<file path="src/rtl/spi_reg_pkg.sv">
// Shared definitions for the SPI register slave: FSM encoding and address map.
// Latency: n/a (definitions only).
// Backpressure: n/a.
package spi_reg_pkg;

  typedef logic [1:0] state_t;

  localparam state_t S_IDLE = 2'd0;
  localparam state_t S_CMD  = 2'd1;
  localparam state_t S_LOAD = 2'd2;
  localparam state_t S_DATA = 2'd3;

  // Bit of the command byte that selects write (1) or read (0).
  localparam int CMD_WR_BIT = 7;

  localparam logic [6:0] STATUS_ADDR = 7'h0F;
  localparam logic [6:0] CH_STRIDE   = 7'h10;

  // Base address of motor channel c; channel 0 sits at 0x10.
  function automatic logic [6:0] ch_base(input int c);
    return CH_STRIDE * 7'(c + 1);
  endfunction

endpackage

</file>
<file path="src/rtl/spi_sync_edge.sv">
// Synchronises one raw SPI pin into theClock and flags its rising edge.
// Latency: STAGES cycles to sync output; rise is combinational off the last stage.
// Backpressure: none; pin is sampled every cycle.
module spi_sync_edge #(
  parameter int   STAGES  = 2,
  parameter logic RST_VAL = 1'b0
) (
  input  logic clk,
  input  logic rst_n,
  input  logic pin,
  output logic sync,
  output logic rise
);

  logic [STAGES-1:0] sync_q, sync_d;
  logic              prev_q, prev_d;

  // Shift the pin through the synchroniser chain and keep one delayed copy.
  always_comb begin
    sync_d = {sync_q[STAGES-2:0], pin};
    prev_d = sync_q[STAGES-1];
  end

  // Synchroniser flops; reset to the pin's idle level so no false edge appears.
  always_ff @(posedge clk or negedge rst_n) begin
    if (!rst_n) begin
      sync_q <= {STAGES{RST_VAL}};
      prev_q <= RST_VAL;
    end else begin
      sync_q <= sync_d;
      prev_q <= prev_d;
    end
  end

  assign sync = sync_q[STAGES-1];
  assign rise = sync_q[STAGES-1] & ~prev_q;

endmodule

</file>
<file path="src/rtl/spi_reg_slave.sv">
// SPI mode-0 slave register bank: config RW bytes, status, per-channel dir/speed with snapshots.
// Latency: pin-to-sample SYNC_STAGES+1 cycles; write commit visible the cycle after the 8th edge.
// Backpressure: none; the master must respect the minimum SPI clock high/low times.
module spi_reg_slave
  import spi_reg_pkg::*;
#(
  parameter int N_CH        = 2,
  parameter int SPEED_W     = 16,
  parameter int N_CFG       = 4,
  parameter int SYNC_STAGES = 2
) (
  input  logic                    theClock,
  input  logic                    theReset_n,
  input  logic                    spi_clk,
  input  logic                    spi_cs,
  input  logic                    spi_sdi,
  output logic                    spi_sdo,
  output logic [N_CFG*8-1:0]      cfg,
  input  logic [7:0]              status,
  input  logic [N_CH*SPEED_W-1:0] speed,
  input  logic [N_CH-1:0]         dir,
  output logic                    wr_strobe,
  output logic [6:0]              wr_addr,
  output logic                    frame_err
);

  localparam int NB = SPEED_W / 8;

  logic clk_sync_unused, clk_rise;
  logic cs_s, cs_rise_unused;
  logic sdi_s, sdi_rise_unused;

  spi_sync_edge #(.STAGES(SYNC_STAGES), .RST_VAL(1'b0)) u_sync_clk (
    .clk(theClock), .rst_n(theReset_n), .pin(spi_clk), .sync(clk_sync_unused), .rise(clk_rise)
  );
  spi_sync_edge #(.STAGES(SYNC_STAGES), .RST_VAL(1'b1)) u_sync_cs (
    .clk(theClock), .rst_n(theReset_n), .pin(spi_cs), .sync(cs_s), .rise(cs_rise_unused)
  );
  spi_sync_edge #(.STAGES(SYNC_STAGES), .RST_VAL(1'b0)) u_sync_sdi (
    .clk(theClock), .rst_n(theReset_n), .pin(spi_sdi), .sync(sdi_s), .rise(sdi_rise_unused)
  );

  state_t                    state_q, state_d;
  logic [2:0]                cnt_q, cnt_d;
  logic [7:0]                sr_q, sr_d;
  logic [6:0]                addr_q, addr_d;
  logic                      wr_q, wr_d;
  logic [N_CFG*8-1:0]        cfg_q, cfg_d;
  logic [N_CH*SPEED_W-1:0]   shadow_q, shadow_d;
  logic                      wr_strobe_q, wr_strobe_d;
  logic [6:0]                wr_addr_q, wr_addr_d;
  logic                      frame_err_q, frame_err_d;

  logic [7:0]                rd_byte;
  logic [N_CH-1:0]           snap_sel;
  logic [7:0]                byte_in;

  // Read mux: byte returned for the current address, plus which channel's MSB is being read.
  always_comb begin
    rd_byte  = 8'h00;
    snap_sel = '0;
    for (int k = 0; k < N_CFG; k++) begin
      if (addr_q == 7'(k)) rd_byte = cfg_q[8*k +: 8];
    end
    if (addr_q == STATUS_ADDR) rd_byte = status;
    for (int c = 0; c < N_CH; c++) begin
      if (addr_q == ch_base(c)) rd_byte = {7'b0, dir[c]};
      // MSB comes live from the input; the remaining bytes come from the snapshot it takes.
      if (addr_q == ch_base(c) + 7'd1) begin
        rd_byte     = speed[c*SPEED_W + SPEED_W - 8 +: 8];
        snap_sel[c] = 1'b1;
      end
      for (int k = 1; k < NB; k++) begin
        if (addr_q == ch_base(c) + 7'(k + 1)) rd_byte = shadow_q[c*SPEED_W + SPEED_W - 8 - 8*k +: 8];
      end
    end
  end

  // Frame FSM: command capture, per-byte load/shift, write commit and abort detection.
  always_comb begin
    state_d     = state_q;
    cnt_d       = cnt_q;
    sr_d        = sr_q;
    addr_d      = addr_q;
    wr_d        = wr_q;
    cfg_d       = cfg_q;
    shadow_d    = shadow_q;
    wr_strobe_d = 1'b0;
    wr_addr_d   = wr_addr_q;
    frame_err_d = 1'b0;
    byte_in     = {sr_q[6:0], sdi_s};

    // CS release has priority over a coincident SPI edge, so a byte finishing
    // on that same cycle is dropped and reported as an aborted frame.
    if (state_q != S_IDLE && cs_s) begin
      state_d = S_IDLE;
      cnt_d   = 3'd0;
      if ((state_q == S_CMD || state_q == S_DATA) && cnt_q != 3'd0) frame_err_d = 1'b1;
    end else begin
      case (state_q)
        S_IDLE: begin
          if (!cs_s) begin
            state_d = S_CMD;
            cnt_d   = 3'd0;
          end
        end
        S_CMD: begin
          if (clk_rise) begin
            sr_d  = byte_in;
            cnt_d = cnt_q + 3'd1;
            if (cnt_q == 3'd7) begin
              wr_d    = byte_in[CMD_WR_BIT];
              addr_d  = byte_in[6:0];
              state_d = S_LOAD;
            end
          end
        end
        S_LOAD: begin
          sr_d    = rd_byte;
          state_d = S_DATA;
          for (int c = 0; c < N_CH; c++) begin
            if (snap_sel[c] && !wr_q) shadow_d[c*SPEED_W +: SPEED_W] = speed[c*SPEED_W +: SPEED_W];
          end
        end
        S_DATA: begin
          if (clk_rise) begin
            sr_d  = byte_in;
            cnt_d = cnt_q + 3'd1;
            if (cnt_q == 3'd7) begin
              if (wr_q) begin
                for (int k = 0; k < N_CFG; k++) begin
                  if (addr_q == 7'(k)) begin
                    cfg_d[8*k +: 8] = byte_in;
                    wr_strobe_d     = 1'b1;
                    wr_addr_d       = addr_q;
                  end
                end
              end
              addr_d  = addr_q + 7'd1;
              state_d = S_LOAD;
            end
          end
        end
        default: state_d = S_IDLE;
      endcase
    end
  end

  // State and register storage.
  always_ff @(posedge theClock or negedge theReset_n) begin
    if (!theReset_n) begin
      state_q     <= S_IDLE;
      cnt_q       <= 3'd0;
      sr_q        <= 8'h00;
      addr_q      <= 7'h00;
      wr_q        <= 1'b0;
      cfg_q       <= '0;
      shadow_q    <= '0;
      wr_strobe_q <= 1'b0;
      wr_addr_q   <= 7'h00;
      frame_err_q <= 1'b0;
    end else begin
      state_q     <= state_d;
      cnt_q       <= cnt_d;
      sr_q        <= sr_d;
      addr_q      <= addr_d;
      wr_q        <= wr_d;
      cfg_q       <= cfg_d;
      shadow_q    <= shadow_d;
      wr_strobe_q <= wr_strobe_d;
      wr_addr_q   <= wr_addr_d;
      frame_err_q <= frame_err_d;
    end
  end

  assign spi_sdo   = (state_q == S_LOAD || state_q == S_DATA) ? sr_q[7] : 1'b0;
  assign cfg       = cfg_q;
  assign wr_strobe = wr_strobe_q;
  assign wr_addr   = wr_addr_q;
  assign frame_err = frame_err_q;

endmodule

</file>
<file path="config.mk">
export PLATFORM = sky130hd
export DESIGN_NAME = spi_reg_slave
export DESIGN_NICKNAME = d
export VERILOG_FILES = /design/src/rtl/spi_reg_pkg.sv /design/src/rtl/spi_sync_edge.sv /design/src/rtl/spi_reg_slave.sv
export SDC_FILE = /design/constraint.sdc
export NUM_CORES = 1
export LEC_CHECK = 0
export CORE_ASPECT_RATIO = 2
export CORE_MARGIN = 4
export CORE_UTILIZATION = 50
export CTS_CLUSTER_DIAMETER = 200
export DETAILED_ROUTE_END_ITERATION = 12
export PLACE_DENSITY = 0.76
export SYNTH_ARGS = -nofsm -noshare
export SYNTH_HDL_FRONTEND = slang
export SYNTH_HIERARCHICAL = 1
export SYNTH_SLANG_ARGS = --single-unit
</file>
<file path="constraint.sdc">
create_clock -name theClock -period 2.7 [get_ports theClock]
set_clock_uncertainty 0.2 [all_clocks]
set_input_delay 0.27 -clock theClock [delete_from_list [all_inputs] [get_ports theClock]]
set_output_delay 0.27 -clock theClock [all_outputs]
set_load 0.05 [all_outputs]
</file>
==> results of run 1 <==
## worst paths after layout
| kind | to | slack [ns] | start |
|---|---|---|---|
| worst max-delay path | sr_q[4] | 0.11 | addr_q[1] |
| worst min-delay path | u_sync_cs/sync_q[0] | 0.14 | spi_cs |
| worst max register to register | sr_q[4] | 0.11 | addr_q[1] |
| worst min register to register | u_sync_sdi/sync_q[1] | 0.16 | u_sync_sdi/sync_q[0] |
| max in group asynchronous | shadow_q[7] | 1.45 | theReset_n |
| min in group asynchronous | wr_strobe | 0.21 | theReset_n |
## stage by stage
step / TNS, ns / instance area (sq um) / total power [mW]
detailed placement: -0.0175 / 5730 / 1.55
global placement: -0.0505 / 5730 / 1.54
finish: 0 / 6100 / 2.89
CTS: 0 / 6070 / 2.90
global route: 0 / 6100 / 2.98
floorplan: 0 / 4600 / 1.41
## state kept, by name, summed over array words and instances (netlist names)
name,flops
addr_q,7
cfg,32
cnt_q,3
frame_err,1
shadow_q,16
sr_q,8
state_q,2
u_sync_clk/prev_q,1
u_sync_clk/sync_q,2
u_sync_cs/sync_q,2
u_sync_sdi/sync_q,2
wr_addr,7
wr_q,1
wr_strobe,1
## per-layer routing
layer / share of wire (%) / vias up / wire (um)
met5: 0 / - / 0
li1: - / 1850 / -
met4: 6.1 / 0 / 922
met2: 55 / 212 / 8280
met3: 5.4 / 72 / 818
met1: 33 / 2049 / 5030
## worst max-delay path: stages, from the launching register on
cell	delay, ns
dfrtp_1	0.43
inv_1	0.09
ha_1	0.20
nor4b_2	0.17
buf_4	0.20
and2_2	0.26
a211o_1	0.35
a2111oi_1	0.39
a211oi_1	0.15
## repair_timing
action / 4_1_cts / 5_1_grt
hold endpoints to repair: 32 / 0
setup endpoints to repair: 6 / 11
pin swaps: 0 / 0
hold buffers: 1 / 0
resized for setup: 2 / 6
## power by group through the flow
stage	sequential (mW)	combinational, mW	clock [mW]
floorplan	1.35	0.0587	0
global placement	1.37	0.171	0
detailed placement	1.37	0.174	0
CTS	1.35	0.176	1.37
global route	1.35	0.188	1.44
finish	1.35	0.175	1.37
## final cells by class
type / count / area [sq um]
clock buffer: 10 / 229
clock inverter: 6 / 93.8
fill: 729 / 2910
inverter: 13 / 48.8
multi-input combinational: 312 / 2340
sequential: 85 / 2130
tap: 102 / 128
timing repair buffer: 119 / 1130
==> metrics.md, run 1 <==
| Metric | Value |
|---|---|
| Critical Path RT | `2.71 ns` |
| Worst-case reg-to-reg path depth | `8` |
| TritonCTS Buffers | `9` |
| Post-DRT Antenna Nets | `0` |
| Critical path type | `reg2reg` |
| Max-Cap Viols | `0` |
| Htree depth | `3` |
| Commonest non-fill, non-tap cell in the layout | `clkdlybuf4s50_1` |
| Final WL | `15.0 mm` |
| Power Density | `475 nW/um^2` |
| DR vias/cell | `6.47` |
| Grt total ovfl | `0` |
| Residual DRC | `0` |
| Post-CTS Setup Repair Bufs | `0` |
| Layout cells sized above 1 | `22.2%` |
| Num rows | `49` |
| Avg Cell Area, Syn | `10.6 sq um` |
| Initial Util | `51.0%` |
| Final core occ | `67.7%` |
| GR Util met3 | `5.39%` |
| Core Footprint | `9010 sq um` |
| Final non-filler cell total | `647` |
| Clock sink count | `85` |
| Maximum number of pins on one net before global-route repair | `54` |
| N_diodes | `0` |
| Layout area overhead | `32.7%` |
| Routed len/inst | `23.3 um` |
| Cell Int Power | `2.22 mW` |
| Synth warn | `6` |
| Slew margin rel. | `65.3%` |
| Number of global-route vias before repair | `4,259` |
| First-pass GRT wire length | `22.9 mm` |
| Gr busiest metal | `met2` |
| Number of DRC markers in iteration 0 | `364` |
| Final RePlAce weighted congestion | `0.964` |
| Syn Std Cell Area | `4600 sq um` |
| Die X | `75.8 um` |
| Clk network pwr share | `47.3%` |
| Root buffer cell | `clkbuf_16` |
| Combinational share of power | `6.0%` |
| Tcrit/Tclk final | `96.0%` |
| Grt met1 use | `31.0%` |
| RSZ-0062 raised after global routing | `no` |
| Leakage | `2.64 nW` |
| Sw frac | `23.2%` |
| CTS Buffer Depth | `2` |
| DRT Pass-1 Iters | `5` |
| Synth Instances | `434` |
| Worst skew pair latency | `0.34 ns` |
| Final setup viols | `0` |
| Hold path depth | `1` |
| Detail Placement HPWL | `11.4 mm` |
| Period minus WS final | `2.59 ns` |
| Sequential Power Share | `46.7%` |
| Placed Cells | `630` |
| Initial antenna violation count | `0` |
| Max Fclk | `0.386 GHz` |
| Hold slack | `0.139 ns` |
| GR Util met2 | `51.0%` |
| Outcome | `complete, no violations` |
| Clock slew at reported path FFs | `0.07 ns` |
| Vias | `4,183` |
| Crit path DAT | `2.60 ns` |
| Most frequent cells in the layout | `clkdlybuf4s50_1 (87), dfrtp_1 (83), mux2_2 (51), buf_4 (30), o21ai_0 (27)` |
| Startpoint types | `flop` |
| Actual slew at the worst max-slew pin | `0.518 ns` |
| Hold Fails Final Rpt | `0` |
| Switching Power | `0.671 mW` |
| Die area | `10,900 sq um` |
| CTS tree | `done` |
| I/O pins | `89` |
| Die Ht | `144 um` |
| Hold crit path type | `in2reg` |
| Slew Viols, Final | `0` |
| GRT Overall Usage | `29.2%` |
| Port Buf Inserts | `88` |
| Syn Nets | `488` |
| Peak fanout along the critical path | `13` |
| Fin nets | `594` |
| Worst setup slack after placement | `-0.0175 ns` |
| Max IR drop VDD | `0.410 mV` |
| Post-route worst setup slack | `0.108 ns` |
| Crit. End Element | `flop` |
(Power assumes the default switching activity.)
==> run 2: changes to the inputs <==
--- a/config.mk
+++ b/config.mk
@@ -10,8 +10,7 @@
 export CORE_UTILIZATION = 50
 export CTS_CLUSTER_DIAMETER = 200
 export DETAILED_ROUTE_END_ITERATION = 12
-export PLACE_DENSITY = 0.76
+export PLACE_DENSITY = 0.77
 export SYNTH_ARGS = -nofsm -noshare
 export SYNTH_HDL_FRONTEND = slang
-export SYNTH_HIERARCHICAL = 1
 export SYNTH_SLANG_ARGS = --single-unit
==> run 2 against run 1 <==
  * Combinational power grew 13%
  * Critical path depth shrank 1
  * Register-to-register slack lost 0.04 ns
  * Non-clock buffer count shrank 3
  * Die area shrank 4.2%
  * Worst hold slack gained 0.0038 ns
  * Utilization grew 0.73 points
  * Power grew 2.2%
  * Area after synthesis shrank 4.5%
  * Sequential cell count is the same
  * Critical endpoint is now sr_q[7]
==> metrics.md, run 2 <==
| Metric | Value |
|---|---|
| Count of cell types in the netlist | `57` |
| Hold Crit Start | `spi_cs (unchanged)` |
| Hold Path End | `u_sync_cs.sync_q[0] (was u_sync_cs/sync_q[0])` |
| Leakage | `2.56 nW (was 2.64 nW)` |
| Slew margin rel. | `62.1% (was 65.3%)` |
| Compound-Gate Fraction of Synth Area | `17.0%` |
| Post-Synth XOR/XNOR Area | `0.399%` |
| Grt total ovfl | `0 (unchanged)` |
| Synth Instances | `412 (was 434)` |
| Worst skew pair latency | `0.34 ns (about the same)` |
| Hold crit path type | `in2reg (unchanged)` |
| Vias | `3,827 (was 4,183)` |
| Area share of and/or/nand/nor cells after synthesis | `16.4%` |
| Commonest non-fill, non-tap cell in the layout | `clkdlybuf4s50_1 (unchanged)` |
| Period minus WS final | `2.63 ns (was 2.59 ns)` |
| Hold Fails Final Rpt | `0 (unchanged)` |
| Multiplexer area fraction after synthesis | `13.1%` |
| Number of global-route vias before repair | `4,034 (was 4,259)` |
| Top-count cell post-synth | `dfrtp_1` |
| EDFF count, synth | `0` |
| Htree depth | `3 (unchanged)` |
| Max IR drop VDD | `0.376 mV (was 0.410 mV)` |
| CTS Buffer Depth | `2 (unchanged)` |
| Clock slew at reported path FFs | `0.06 ns (was 0.07 ns)` |
| Post-DRT Antenna Nets | `0 (unchanged)` |
| Initial antenna violation count | `0 (unchanged)` |
| Leading area contributor after synthesis | `dfrtp_1` |
| Multi-input combinational cell area | `2170 sq um (was 2340 sq um)` |
| Syn Std Cell Area | `4390 sq um (was 4600 sq um)` |
| Final RePlAce weighted congestion | `0.968 (was 0.964)` |
| First-pass GRT wire length | `21.4 mm (was 22.9 mm)` |
| Fillers | `696 (was 729)` |
| Outcome | `complete, no violations (unchanged)` |
| Syn Nets | `466 (was 488)` |
| Crit-path slowest cell | `a2111oi_2 (was dfrtp_1)` |
| Final core occ | `68.4% (was 67.7%)` |
| Hold slack | `0.142 ns (was 0.139 ns)` |
| Die area | `10,400 sq um (was 10,900 sq um)` |
| Worst-case reg-to-reg path depth | `7 (was 8)` |
| Synth Flop Type | `dfrtp_1` |
| Num rows | `48 (was 49)` |
| Routed len/inst | `21.6 um (was 23.3 um)` |
| Startpoint types | `flop (unchanged)` |
| Peak fanout along the critical path | `7 (was 13)` |
| Die Ht | `140 um (was 144 um)` |
| Top cell type's share of synthesized area | `47.3%` |
| Top cells by area, synth | `dfrtp_1 (47%), mux2_2 (13%), nand2_1 (3.8%)` |
| FF-to-FF setup slack | `0.07 ns (was 0.11 ns)` |
| Most frequent cells after synthesis | `dfrtp_1 (83), mux2_2 (49), nand2_1 (44), o21ai_0 (32), nor2_1 (23)` |
| GRT Overall Usage | `27.7% (was 29.2%)` |
| Worst path max stage delay | `0.47 ns (was 0.43 ns)` |
| Port Buf Inserts | `88 (unchanged)` |
| DRT Pass-1 Iters | `5 (unchanged)` |
| Maximum number of pins on one net before global-route repair | `38 (was 54)` |
| Source of the worst register-to-register timing path | `addr_q[0] (was addr_q[1])` |
| Async set-reset flop share out of synthesis | `100%` |
| RSZ-0062 raised after global routing | `no (unchanged)` |
| Fraction of the mapped netlist area in adder cells | `2.00%` |
| Slew Viols, Final | `0 (unchanged)` |
| Max-Cap Viols | `0 (unchanged)` |
| Most frequent cells in the layout | `clkdlybuf4s50_1 (87), dfrtp_1 (82), mux2_2 (49), nand2_1 (44), o21ai_0 (31) (was clkdlybuf4s50_1 (87), dfrtp_1 (83), mux2_2 (51), buf_4 (30), o21ai_0 (27))` |
| Critical path type | `reg2reg (unchanged)` |
| CTS tree | `done (unchanged)` |
| Crit. End Element | `flop (unchanged)` |
| Final setup viols | `0 (unchanged)` |
| Critical Path, Cell by Cell | `inv_1 -> ha_1 -> or3b_1 -> or2_1 -> o21a_1 -> a2111oi_2 -> o31ai_1 (was inv_1 -> ha_1 -> nor4b_2 -> buf_4 -> and2_2 -> a211o_1 -> a2111oi_1 -> a211oi_1)` |
| Avg Cell Area, Syn | `10.7 sq um (was 10.6 sq um)` |
| Fin nets | `574 (was 594)` |
| Number of DRC markers in iteration 0 | `333 (was 364)` |
| I/O pins | `89 (unchanged)` |
| Crit path DAT | `2.64 ns (was 2.60 ns)` |
| Synth warn | `0 (was 6)` |
| Core Footprint | `8590 sq um (was 9010 sq um)` |
| Tcrit/Tclk final | `97.5% (was 96.0%)` |
| Buf/Inv on CP | `1 (was 2)` |
| Layout area overhead | `33.9% (was 32.7%)` |
| Hold path depth | `1 (unchanged)` |
| CP top delay family | `compound AO/OA/AOI/OAI gates (unchanged)` |
| Clock sink count | `85 (unchanged)` |
| Layout cells sized above 1 | `22.7% (was 22.2%)` |
| Register area | `2130 sq um (about the same)` |
| Die X | `74.2 um (was 75.8 um)` |
| Max Fclk | `0.380 GHz (was 0.386 GHz)` |
| Reg-to-reg endpoint | `sr_q[7] (was sr_q[4])` |
| Final WL | `13.5 mm (was 15.0 mm)` |
| Power Density | `503 nW/um^2 (was 475 nW/um^2)` |
| Critical Path RT | `2.71 ns (about the same)` |
| DR vias/cell | `6.12 (was 6.47)` |
| Post-CTS Setup Repair Bufs | `0 (unchanged)` |
| Register area share after synthesis | `48.5%` |
| Largest family of logic cells by synthesized area | `compound AO/OA/AOI/OAI gates` |
| Yosys reg bits | `85` |
| Residual DRC | `0 (unchanged)` |
| TritonCTS Buffers | `9 (unchanged)` |
| Max FFs per register | `32 (unchanged)` |
| Root buffer cell | `clkbuf_16 (unchanged)` |
| N_diodes | `0 (unchanged)` |
| Actual slew at the worst max-slew pin | `0.564 ns (was 0.518 ns)` |
| Detail Placement HPWL | `10.4 mm (was 11.4 mm)` |
| Initial Util | `51.1% (was 51.0%)` |
## run 2: report_power, final
part           total, mW  leakage (nW)  switching, mW  internal [mW]
Clock               1.35         0.152          0.510          0.837
Combinational      0.198          1.30         0.0842          0.114
Sequential          1.41          1.11         0.0908           1.32
Total               2.96          2.56          0.685           2.27
## run 2: cell families after synthesis
| kind of cell | count (synthesis) |
|---|---|
| buffers and inverters | 25 |
| adders and majority gates | 7 |
| AOI/OAI and AO/OA | 107 |
| DFF | 85 |
| and+or+nand+nor | 135 |
| muxes | 51 |
| xor gates and xnor gates | 2 |
## run 2: area by class of cell
| type | count | share of cell area (%) |
|---|---|---|
| clock inverter | 5 | 1.43 |
| sequential | 85 | 36.3 |
| clock buffer | 11 | 4.13 |
| inverter | 6 | 0.383 |
| tap | 100 | 2.13 |
| timing repair buffer | 116 | 18.8 |
| multi-input combinational | 302 | 36.9 |
## run 2: timing repair
action / in CTS / in global routing
endpoints found under the setup margin: 2 / 13
hold endpoints to repair: 33 / 0
gates cloned: 0 / 0
hold buffers: 1 / 0
gates resized for setup: 3 / 7
pin swaps: 0 / 0
## run 2: worst max-delay path by stage
stage | from | to | cells past startpoint | slack [ns]
6_report | addr_q[0] | sr_q[7] | 7 | 0.07
5_1_grt | addr_q[0] | sr_q[6] | 7 | 0.001
4_1_cts | addr_q[0] | sr_q[2] | 7 | 0.03
3_5_place_dp | addr_q[0] | sr_q[7] | 7 | -0.09
3_3_place_gp | addr_q[0] | sr_q[7] | 7 | -0.07
2_1_floorplan | addr_q[0] | sr_q[6] | 8 | 0.27
## run 2: through the flow
step | setup WS (ns) | std cells | TNS, ns | power, mW | instance area, sq um
after CTS | 0.0255 | 625 | 0 | 2.97 | 5860
after floorplan | 0.272 | 412 | 0 | 1.46 | 4390
after global placement | -0.0697 | 608 | -0.0780 | 1.62 | 5520
after detailed placement | -0.0876 | 608 | -0.122 | 1.63 | 5520
after global routing | 0.000997 | 625 | 0 | 3.05 | 5870
final | 0.0666 | 625 | 0 | 2.96 | 5870
## run 2: layer usage
layer	vias to the layer above	wire (um)	global-route usage, %
li1	1733	-	-
met1	1889	4870	29.9
met2	164	7430	50.2
met3	41	600	5.10
met4	0	633	12.9
met5	-	0	0
==> run 3: changes to the inputs <==
--- a/config.mk
+++ b/config.mk
@@ -7,10 +7,10 @@
 export LEC_CHECK = 0
 export CORE_ASPECT_RATIO = 2
 export CORE_MARGIN = 4
-export CORE_UTILIZATION = 50
+export CORE_UTILIZATION = 45
 export CTS_CLUSTER_DIAMETER = 200
 export DETAILED_ROUTE_END_ITERATION = 12
-export PLACE_DENSITY = 0.77
+export PLACE_DENSITY = 0.7
 export SYNTH_ARGS = -nofsm -noshare
 export SYNTH_HDL_FRONTEND = slang
 export SYNTH_SLANG_ARGS = --single-unit
==> run 3 against run 2 <==
  * Worst hold slack lost 0.0024 ns
  * Via count shrank 2.3%
  * Sequential cell count unchanged
  * Clock-buffer cell count fell by 2
  * Cell count up 5.9%
  * Sequential power hardly changed
  * Critical path depth is the same
  * First-iteration DRC count fell by 41%
  * Die area rose by 10%
  * Critical endpoint is now sr_q[0]
  * Largest power group unchanged
==> metrics.md, run 3 (synthesized netlist as in run 2, its figures left out) <==
| Metric | Value |
|---|---|
| Clock slew at reported path FFs | `0.06 ns (about the same)` |
| Worst-case reg-to-reg path depth | `7 (unchanged)` |
| Final WL | `13.6 mm (was 13.5 mm)` |
| FF-to-FF setup slack | `0.07 ns (about the same)` |
| Power Density | `472 nW/um^2 (was 503 nW/um^2)` |
| Max IR drop VDD | `0.349 mV (was 0.376 mV)` |
| Actual slew at the worst max-slew pin | `0.645 ns (was 0.564 ns)` |
| Num rows | `50 (was 48)` |
| Critical Path, Cell by Cell | `inv_2 -> ha_2 -> or4b_4 -> o32ai_2 -> and4b_1 -> o41a_1 -> o21ai_2 (was inv_1 -> ha_1 -> or3b_1 -> or2_1 -> o21a_1 -> a2111oi_2 -> o31ai_1)` |
| Worst path max stage delay | `0.49 ns (was 0.47 ns)` |
| Buf/Inv on CP | `1 (unchanged)` |
| Max-Cap Viols | `0 (unchanged)` |
| Post-DRT Antenna Nets | `0 (unchanged)` |
| Startpoint types | `flop (unchanged)` |
| N_diodes | `0 (unchanged)` |
| CP top delay family | `compound AO/OA/AOI/OAI gates (unchanged)` |
| Tcrit/Tclk final | `97.3% (was 97.5%)` |
| Layout cells sized above 1 | `25.0% (was 22.7%)` |
| First-pass GRT wire length | `21.6 mm (was 21.4 mm)` |
| Hold slack | `0.140 ns (was 0.142 ns)` |
| Final non-filler cell total | `662 (was 625)` |
| Max Fclk | `0.381 GHz (was 0.380 GHz)` |
| Fillers | `782 (was 696)` |
| Crit path DAT | `2.69 ns (was 2.64 ns)` |
| TritonCTS Buffers | `9 (unchanged)` |
| Number of global-route vias before repair | `4,045 (was 4,034)` |
| Hold Fails Final Rpt | `0 (unchanged)` |
| Vias | `3,738 (was 3,827)` |
| CTS Buffer Depth | `2 (unchanged)` |
| Most frequent cells in the layout | `clkdlybuf4s50_1 (87), dfrtp_1 (83), mux2_2 (49), nand2_1 (44), buf_4 (35) (was clkdlybuf4s50_1 (87), dfrtp_1 (82), mux2_2 (49), nand2_1 (44), o21ai_0 (31))` |
| Core Footprint | `9450 sq um (was 8590 sq um)` |
| DRT Pass-1 Iters | `4 (was 5)` |
| Die Ht | `148 um (was 140 um)` |
| Port Buf Inserts | `88 (unchanged)` |
| Source of the worst register-to-register timing path | `addr_q[0] (unchanged)` |
| Period minus WS final | `2.63 ns (about the same)` |
| Peak fanout along the critical path | `6 (was 7)` |
| Critical path depth | `7 (unchanged)` |
| Maximum number of pins on one net before global-route repair | `51 (was 38)` |
| Hold crit path type | `in2reg (unchanged)` |
| RSZ-0062 raised after global routing | `no (unchanged)` |
| Worst skew pair latency | `0.34 ns (about the same)` |
| Grt total ovfl | `0 (unchanged)` |
| Detail Placement HPWL | `10.7 mm (was 10.4 mm)` |
| Pwr Total | `2.81 mW (was 2.96 mW)` |
| Outcome | `complete, no violations (unchanged)` |
| Residual DRC | `0 (unchanged)` |
| Number of DRC markers in iteration 0 | `196 (was 333)` |
| Routed len/inst | `20.5 um (was 21.6 um)` |
| I/O pins | `89 (unchanged)` |
| Crit. End Element | `flop (unchanged)` |
| Root buffer cell | `clkbuf_16 (unchanged)` |
| Placed Cells | `646 (was 608)` |
| Initial antenna violation count | `0 (unchanged)` |
| Crit-path slowest cell | `or4b_4 (was a2111oi_2)` |
| Critical Path RT | `2.76 ns (was 2.71 ns)` |
| Leakage | `2.60 nW (was 2.56 nW)` |
| Critical path type | `reg2reg (unchanged)` |
| Initial Util | `46.5% (was 51.1%)` |
| Max FFs per register | `32 (unchanged)` |
| DR vias/cell | `5.65 (was 6.12)` |
| Htree depth | `3 (unchanged)` |
| Die X | `77.8 um (was 74.2 um)` |
| Slew margin rel. | `56.9% (was 62.1%)` |
| Layout area overhead | `35.7% (was 33.9%)` |
| Commonest non-fill, non-tap cell in the layout | `clkdlybuf4s50_1 (unchanged)` |
| Slew Viols, Final | `0 (unchanged)` |
| CTS tree | `done (unchanged)` |
| Crit path from | `addr_q[0] (unchanged)` |
| Reg-to-reg endpoint | `sr_q[0] (was sr_q[7])` |
| Final RePlAce weighted congestion | `0.958 (was 0.968)` |
| Final setup TNS | `0 ns (unchanged)` |
| Fin nets | `582 (was 574)` |
| Crit path to | `sr_q[0] (was sr_q[7])` |
| Clock sink count | `85 (unchanged)` |
| Final setup viols | `0 (unchanged)` |
| GRT Overall Usage | `24.7% (was 27.7%)` |
| Die area | `11,500 sq um (was 10,400 sq um)` |
## run 3: area by class of cell
class	instances	area, sq um	share of cell area [%]
multi-input combinational	302	2190	36.7
sequential	85	2130	35.8
timing repair buffer	124	1160	19.5
clock buffer	9	225	3.78
tap	130	163	2.73
clock inverter	6	63.8	1.07
inverter	6	22.5	0.378
## run 3: worst min path at each step
| stage | from | endpoint | slack (ns) | cells past startpoint |
|---|---|---|---|---|
| after floorplan | theReset_n | addr_q[0] | -0.23 | 0 |
| after global placement | theReset_n | u_sync_clk.sync_q[1] | 0.05 | 1 |
| after global routing | spi_cs | u_sync_cs.sync_q[0] | 0.13 | 1 |
| final | spi_cs | u_sync_cs.sync_q[0] | 0.14 | 1 |
| after CTS | spi_cs | u_sync_cs.sync_q[0] | 0.13 | 1 |
| after detailed placement | theReset_n | u_sync_clk.prev_q | 0.06 | 1 |
## run 3: where the power goes
part | switching, mW | leakage, nW | internal, mW | total [mW]
Sequential | 0.0810 | 1.11 | 1.32 | 1.40
Combinational | 0.0813 | 1.35 | 0.113 | 0.194
Clock | 0.502 | 0.138 | 0.711 | 1.21
Total | 0.665 | 2.60 | 2.14 | 2.81
## run 3: layer usage
layer  global-route usage [%]  wire (um)  vias to the layer above
met1                     25.8       4840                     1795
li1                         -          -                     1751
met5                        0          0                        -
met2                     45.5       7370                      152
met3                     3.60        599                       40
met4                     14.6        767                        0
## run 3: what timing repair did
action                     4_1_cts  5_1_grt
gates resized for setup          0       17
hold buffers                     1        0
hold endpoints to repair        33        0
buffers inserted                 0        0
setup endpoints to repair        0       14
## run 3: per-stage QoR
| stage | util [%] | instance area (sq um) | worst slack (ns) |
|---|---|---|---|
| after detailed placement | 59.4 | 5610 | 0.0740 |
| after global placement | 59.4 | 5610 | 0.0745 |
| after floorplan | - | 4390 | 0.272 |
| final | 63.0 | 5950 | 0.0735 |
| after global routing | 63.0 | 5950 | 0.0122 |
| after CTS | 62.6 | 5910 | 0.0452 |
